$ cat src/rtl/rv32i_types.sv
// Shared types for the rename/dispatch front end: reservation-station classes,
// stall reasons, dispatch FSM states and the default reservation-station depth.
package rv32i_types;

    localparam int RS_DEPTH_DEFAULT = 8;
    localparam int NUM_RS           = 5;

    typedef enum logic [2:0] {
        RS_ALU  = 3'd0,
        RS_MUL  = 3'd1,
        RS_DIV  = 3'd2,
        RS_MEM  = 3'd3,
        RS_BR   = 3'd4,
        RS_NONE = 3'd7
    } rs_class_t;

    typedef enum logic [2:0] {
        STALL_NONE     = 3'd0,
        STALL_RS_FULL  = 3'd1,
        STALL_ROB_FULL = 3'd2,
        STALL_FL_EMPTY = 3'd3,
        STALL_FLUSH    = 3'd4
    } stall_cause_t;

    typedef enum logic {
        ST_RUN   = 1'b0,
        ST_FLUSH = 1'b1
    } disp_state_t;

    // Unused encodings map to no station, so they can never win a credit.
    function automatic logic [NUM_RS-1:0] class_onehot(input rs_class_t c);
        case (c)
            RS_ALU:  return 5'b00001;
            RS_MUL:  return 5'b00010;
            RS_DIV:  return 5'b00100;
            RS_MEM:  return 5'b01000;
            RS_BR:   return 5'b10000;
            default: return 5'b00000;
        endcase
    endfunction

endpackage

$ cat src/rtl/rs_credit_counter.sv
// Free-entry credit for one reservation station: take on dispatch, give on release.
// Saturates at 0 and RS_DEPTH; a release while already full is dropped.
module rs_credit_counter #(
    parameter int RS_DEPTH = 8,
    parameter int CNT_W    = $clog2(RS_DEPTH + 1)
) (
    input  logic             clk,
    input  logic             rst,
    input  logic             reload,
    input  logic             take,
    input  logic             give,
    output logic [CNT_W-1:0] credit
);

    localparam logic [CNT_W-1:0] FULL = CNT_W'(RS_DEPTH);

    always_ff @(posedge clk) begin
        if (rst || reload) begin
            credit <= FULL;
        end else if (take && !give) begin
            if (credit != '0) credit <= credit - CNT_W'(1);
        end else if (give && !take) begin
            if (credit != FULL) credit <= credit + CNT_W'(1);
        end
    end

    // A release with nothing outstanding means the station and this counter disagree.
    assert property (@(posedge clk) disable iff (rst)
        !(give && !take && !reload && credit == FULL));

endmodule

$ cat src/rtl/dispatch_ctrl.sv
// One-entry decode buffer feeding rename/dispatch, gated by ROB, free list and
// per-station credits; flush drops the buffer and refills all credits.
module dispatch_ctrl
    import rv32i_types::*;
#(
    parameter int RS_DEPTH = RS_DEPTH_DEFAULT,
    parameter int CNT_W    = $clog2(RS_DEPTH + 1)
) (
    input  logic        clk,
    input  logic        rst,
    input  logic        dec_valid,
    input  logic [2:0]  dec_class,
    input  logic        dec_needs_pd,
    output logic        dec_ready,
    input  logic        free_list_empty,
    input  logic        rob_full,
    input  logic [4:0]  rs_free,
    input  logic        jump_commit,
    output logic        disp_valid,
    output logic [2:0]  disp_class,
    output logic [2:0]  stall_cause,
    output logic [31:0] stall_cnt
);

    disp_state_t       state;
    logic              slot_valid;
    rs_class_t         slot_class;
    logic              slot_needs_pd;

    logic [CNT_W-1:0]  credit [NUM_RS];
    logic [NUM_RS-1:0] credit_avail;
    logic [NUM_RS-1:0] cls_hot;
    logic              class_ok;
    logic              stall;
    stall_cause_t      cause;

    assign cls_hot = class_onehot(slot_class);

    for (genvar i = 0; i < NUM_RS; i++) begin : g_rs
        rs_credit_counter #(.RS_DEPTH(RS_DEPTH), .CNT_W(CNT_W)) u_credit (
            .clk    (clk),
            .rst    (rst),
            .reload (jump_commit),
            .take   (disp_valid && cls_hot[i]),
            .give   (rs_free[i]),
            .credit (credit[i])
        );
        assign credit_avail[i] = (credit[i] != '0);
    end

    assign class_ok = (slot_class == RS_NONE) || ((cls_hot & credit_avail) != '0);

    // Outputs are forced idle during reset so nothing leaks from pre-reset state.
    assign disp_valid = !rst && slot_valid && (state == ST_RUN) && !jump_commit && !rob_full
                        && (!slot_needs_pd || !free_list_empty) && class_ok;
    assign dec_ready  = !rst && (state == ST_RUN) && (!slot_valid || disp_valid);
    assign disp_class = disp_valid ? slot_class : RS_NONE;
    assign stall      = !rst && slot_valid && !disp_valid;

    always_comb begin
        cause = STALL_NONE;
        if (stall) begin
            if (jump_commit || state == ST_FLUSH)        cause = STALL_FLUSH;
            else if (rob_full)                           cause = STALL_ROB_FULL;
            else if (slot_needs_pd && free_list_empty)   cause = STALL_FL_EMPTY;
            else                                         cause = STALL_RS_FULL;
        end
    end

    assign stall_cause = cause;

    always_ff @(posedge clk) begin
        if (rst) begin
            state         <= ST_RUN;
            slot_valid    <= 1'b0;
            slot_class    <= RS_NONE;
            slot_needs_pd <= 1'b0;
            stall_cnt     <= '0;
        end else begin
            if (stall) stall_cnt <= stall_cnt + 32'd1;

            case (state)
                ST_RUN:   if (jump_commit) state <= ST_FLUSH;
                ST_FLUSH: state <= jump_commit ? ST_FLUSH : ST_RUN;
                default:  state <= ST_RUN;
            endcase

            // A handshake in the flush cycle is younger than the jump and is dropped.
            if (jump_commit) begin
                slot_valid <= 1'b0;
            end else if (dec_valid && dec_ready) begin
                slot_valid    <= 1'b1;
                slot_class    <= rs_class_t'(dec_class);
                slot_needs_pd <= dec_needs_pd;
            end else if (disp_valid) begin
                slot_valid <= 1'b0;
            end
        end
    end

endmodule

$ cat config.mk
export PLATFORM = sky130hd
export DESIGN_NAME = dispatch_ctrl
export DESIGN_NICKNAME = d
export VERILOG_FILES = /design/src/rtl/rv32i_types.sv /design/src/rtl/rs_credit_counter.sv /design/src/rtl/dispatch_ctrl.sv
export SDC_FILE = /design/constraint.sdc
export NUM_CORES = 1
export LEC_CHECK = 0
export ABC_AREA = 1
export ABC_CLOCK_PERIOD_IN_PS = 5800
export CORE_UTILIZATION = 49
export CTS_CLUSTER_SIZE = 25
export DETAILED_ROUTE_END_ITERATION = 6
export HOLD_SLACK_MARGIN = 0.03
export PLACE_DENSITY_LB_ADDON = 0.1
export SLEW_MARGIN = 20
export SYNTH_ARGS = -nofsm -noshare
export SYNTH_HDL_FRONTEND = slang
export SYNTH_SLANG_ARGS = --single-unit
$ cat constraint.sdc
create_clock -name clk -period 5.8 [get_ports clk]
set_input_delay 1.45 -clock clk [delete_from_list [all_inputs] [get_ports clk]]
set_output_delay 1.45 -clock clk [all_outputs]
set_load 0.005 [all_outputs]
==> reports/qor.yml <==
status: "finished clean"
hold_depth: 2
sequentialPowerShare: 0.487
final_hold_viol_count: 0
grt_max_degree: 27
wl_um: 8620
cts_tree: "yes"
finalInstanceArea_sq_um: 4420
pin_count: 55
yosys.area.top_type: "dfxtp_1"
hold_path_class: "reg2reg"
slew_headroom: 0.647
switching_share: 0.231
yosysUniqueCellTypes: 37
fmax_mhz: 208
synth_cells: 545
drtIter0Drc: 161
yosysMostFrequentCell: "nand2_1"
synthTopCellsByArea: "dfxtp_1, nand2_1, nor2_1, inv_1, ha_1"
timing.final.crit_share: 0.830
syn_to_final_growth_pct: 22.6
postRouteAntennaNets: 0
cts_resized: 0
ys_seq_elements: 58
ys_async_sr_fraction: 0
tightest_slew_ns: 0.529
rows: 30
reg2reg_depth: 16
drcViolationCount: 0
place_congestion: 0.897
synth.top_cell.area_share: 0.322
ys.flop_type: "dfxtp_1"
setup_viol: 0
p_comb_frac: 0.048
grt_use_total: 0.234
cts_hold_buffers: 0
multiInputGateArea_sq_um: 2120
path_max_fanout: 6
insertion_delay_ns: 0.33
clock_skew_ns: 0.00708
fillers: 671
setup_tns_ns: 0
ys_warn_count: 0
synth_area_sq_um: 3610
cp-start-kind: "input port"
fp.dieW_um: 87.8
numCtsBuffers: 9
cts_max_level: 3
min_period_ns: 4.81
p_per_area_nw_per_um2: 187
max-cap-violations: 0
rsz0062_at_grt: "false"
synth_nets: 576
clock-sinks: 58
grt_overflow: 0
dp_hpwl_um: 6420
viasPerCell: 5.10
post_cts_buffers: 0
netlist_top_cells_count: "nand2_1, nor2_1, inv_1"
initial_core_util: 0.519
synth_edf_count: 0
dp_slack_ns: 0.973
nNetsFinal: 633
die_area_sq_um: 7710
clk_pin_slew_ns: 0.07
root_buffer: "clkbuf_8"
power.internal_uw: 637
crit_arrival_ns: 3.36
power.leakage_uw: 0.00173
worst_slack_ns: 0.986
grt_pass1_vias: 3191
coreArea_sq_um: 6940
wire_per_inst_um: 12.3
routed-via-count: 3586
fp.dieH_um: 87.8
drive_above_1_share: 0.0511
drt-pass1-iter-count: 4
insertedDiodeCount: 0
placed_cell_area_sq_um: 4220
final_max_slew_viol_count: 0
crit_required_ns: 4.35
p_sw_uw: 191
clockBufferDepth: 2
grt_pass1_wl_um: 14100
antenna_found_initial: 0
syn_avg_cell_area_sq_um: 6.62
ir_drop_mv: 0.155
portBuffers: 54
register_area_sq_um: 1160
critPathKind: "in2out"
yosysSeqAreaShare: 0.322
critPathCaptureType: "output pin"
final_util: 0.637
p_clk_frac: 0.465
## power by group through the flow
stage,registers [uW],clock network [uW],logic [uW]
6_report,403,385,39.3
4_1_cts,403,392,39.6
3_5_place_dp,412,0,39.4
5_1_grt,403,413,43.7
2_1_floorplan,411,0,22.2
3_3_place_gp,412,0,38.9
## flip-flops by register name (all words and copies together), names as in the netlist
signal and flops:
slot_needs_pd 1, stall_cnt 32, g_rs.u_credit.credit 20, slot_class 3
state 1, slot_valid 1
## cell usage in the layout (no fill, tap or decap), types with 2 or more instances in the layout
cell type / netlist / layout
nand2_1: 138 / 138
nor2_1: 72 / 72
inv_1: 69 / 69
dfxtp_1: 58 / 58
clkdlybuf4s50_1: 0 / 54
a21oi_1: 39 / 39
nor3_1: 26 / 26
nand3_1: 25 / 25
xor2_1: 20 / 20
ha_1: 16 / 16
o21ai_0: 13 / 13
clkbuf_8: 0 / 11
nand4_1: 10 / 10
xnor2_1: 7 / 7
o31ai_1: 5 / 5
o211ai_1: 5 / 5
nor2_2: 4 / 4
clkinv_2: 1 / 4
o21ai_1: 4 / 4
o21bai_1: 3 / 3
nor3b_1: 3 / 3
nand3_2: 2 / 2
and3_1: 2 / 2
nor4_1: 2 / 2
buf_4: 0 / 2
## critical path: stages
cell and delay (ns):
clkdlybuf4s50_1 0.43, a21oi_1 0.25, nand3_1 0.11, o21bai_4 0.23, a21boi_1 0.31, clkdlybuf4s50_1 0.57
## metal layers
metal | part of all wire | track usage | wire length [um]
met5 | 0 | 0 | 0
met1 | 0.45 | 0.286 | 3870
met2 | 0.48 | 0.408 | 4170
met4 | 0.017 | 0.0760 | 150
met3 | 0.049 | 0.0490 | 424
## path summary, 6_finish.rpt
kind                         startpoint                    endpoint  slack (ns)
max                            rob_full                   dec_ready        0.99
min          g_rs[3].u_credit.credit[3]  g_rs[3].u_credit.credit[3]        0.50
max reg2reg               slot_class[0]  g_rs[1].u_credit.credit[3]        3.00
min reg2reg  g_rs[3].u_credit.credit[3]  g_rs[3].u_credit.credit[3]        0.50
## final cells by class
class                           count  share of cell area
Multi-Input combinational cell    407               0.479
Clock buffer                       11              0.0342
Inverter                           70              0.0597
Clock inverter                      5              0.0119
Timing Repair Buffer               56               0.126
Tap cell                           96              0.0272
Sequential cell                    58               0.263
## through the flow
step | instances | total power [uW] | hold WS, ns
finish | 703 | 827 | 0.498
global route | 703 | 860 | 0.524
floorplan | 545 | 433 | 0.458
CTS | 703 | 835 | 0.501
global placement | 687 | 451 | 0.481
detailed placement | 687 | 452 | 0.488
## cells by family (layout without fill, tap and decap cells)
| kind of cell | after synthesis | count (layout) | share of synthesized area |
|---|---|---|---|
| simple gates | 289 | 289 | 0.346 |
| buf+inv | 80 | 142 | 0.0909 |
| compound gates | 75 | 75 | 0.120 |
| flops | 58 | 58 | 0.322 |
| xor+xnor | 27 | 27 | 0.0656 |
| fa+ha+maj | 16 | 16 | 0.0555 |
No activity file was read; power rests on OpenSTA's default activity.
==> edit, RTL diff (same settings) <==
`RS_DEPTH_DEFAULT`: 8 -> 4.
--- a/src/rtl/rv32i_types.sv
+++ b/src/rtl/rv32i_types.sv
@@ -4,3 +4,3 @@
 
-    localparam int RS_DEPTH_DEFAULT = 8;
+    localparam int RS_DEPTH_DEFAULT = 4;
     localparam int NUM_RS           = 5;
Function: changed (a bounded check fails within 10 cycles, from zero or initial values and one cycle with rst high).
==> edit against the original RTL <==
- the run now ends with design-rule violations left
- wire length fell by 7.7%
- first-iteration DRC count up 60%
- sequential cell count down 5
- synthesized cell count down 12%
- sequential share of layout area barely moved
- cell area shrank 8.7%
- combinational power increased by 6.6%
- setup slack worse by 350 ps
- total power decreased by 14%
- area after synthesis down 7.3%
- critical endpoint is now stall_cause[1]
==> edit: results (changes against the original RTL) <==
.. list-table::
   :header-rows: 1

   * - Metric
     - Value
   * - Critical Path AT
     - 3710 ps (+350 ps)
   * - Clock latency reported for the late side of the worst-skew pair
     - 310 ps (-20 ps)
   * - Area added between synthesis and finish
     - 20.65%
   * - Routed length per instance
     - 13.03 µm (+6.4%)
   * - Outcome
     - finished, violations left
   * - Register bit count reported by yosys
     - 53 (-8.6%)
   * - Detailed Route Iter0 Violations
     - 257 (+60%)
   * - Clock input transition at the sequential cells of the worst setup and hold paths
     - 90 ps (+20 ps)
   * - Switching power
     - 153.4 µW (-20%)
   * - Non-clock inverter count
     - 50 (-29%)
   * - Largest net degree at the start of global routing
     - 36 (+33%)
   * - Critical Path Fanout Max
     - 24 (+18)
   * - Clk tree area frac
     - 3.318% (-1.3 points)
   * - Clock network power
     - 297 µW (-23%)
   * - Deepest level of the CTS H-tree
     - 2 (-1)
   * - Routability Congestion
     - 0.9000 (+0.31%)
   * - DRC errors left
     - 2 (+2)
   * - WL met3
     - 464 µm (+9.4%)
   * - Post-synthesis compound-gate area fraction
     - 10.51% (-1.5 points)
   * - Violations in the final reports
     - design-rule violations
   * - Maximum VDD drop
     - 156.1 µV (+0.58%)
   * - Multi-input combinational cell count
     - 367 (-9.8%)
   * - Largest registers ranked by flip-flop count
     - stall_cnt: 32 flops, g_rs.u_credit.credit: 15 flops, slot_class: 3 flops
   * - Wire length of the first global-routing pass
     - 13500 µm (-4.1%)
   * - Worst-case clock skew
     - 9.251 ps (+2.173 ps)
   * - Nets
     - 561 (-11%)
   * - Global Route Usage Sum
     - 23.43% (+0.070 points)
   * - Dominant cells by area after synthesis
     - dfxtp_1, nand2_1, nor2_1
   * - Worst-case headroom to the max-slew limit
     - 60.53% (-4.1 points)
   * - Register Area
     - 1061 µm² (-8.6%)
   * - NonClk Buf Share
     - 13.46% (+0.89 points)
   * - Power attributed to sequential cells
     - 369 µW (-8.4%)
   * - Peak per-stage delay on the critical path
     - 530 ps (-40 ps)
   * - Standby leakage power
     - 1.561 nW (-9.8%)
   * - Sequential element share of the synthesized area
     - 31.72% (-0.48 points)
   * - Final Non-Filler Cells
     - 610 (-13%)
   * - Clock buffer count from CTS
     - 5 (-4)
==> edit: through the flow <==
stage	util, %	total power, mW	setup slack (ps)
after detailed placement	60.40	0.4192	625.8
after global placement	60.40	0.4185	701.6
final	62.48	0.7078	637.3
after floorplan	-	0.4027	1851
after global routing	62.48	0.7379	491.1
after CTS	62.48	0.7144	604.8
==> edit: path summary, 6_finish.rpt <==
kind,to,depth (start not counted),slack (ps),startpoint
min reg2reg,stall_cnt[31],2,500,stall_cnt[31]
min,stall_cnt[31],2,500,stall_cnt[31]
max,stall_cause[1],10,640,jump_commit
max reg2reg,g_rs[1].u_credit.credit[2],19,3140,slot_class[1]
==> edit: per-layer routing <==
metal | global-route usage (%) | vias to the layer above
met3 | 3.540 | 9
met2 | 35.48 | 83
met1 | 34.60 | 1435
met5 | 0 | -
met4 | 6.163 | 0
li1 | - | 1642
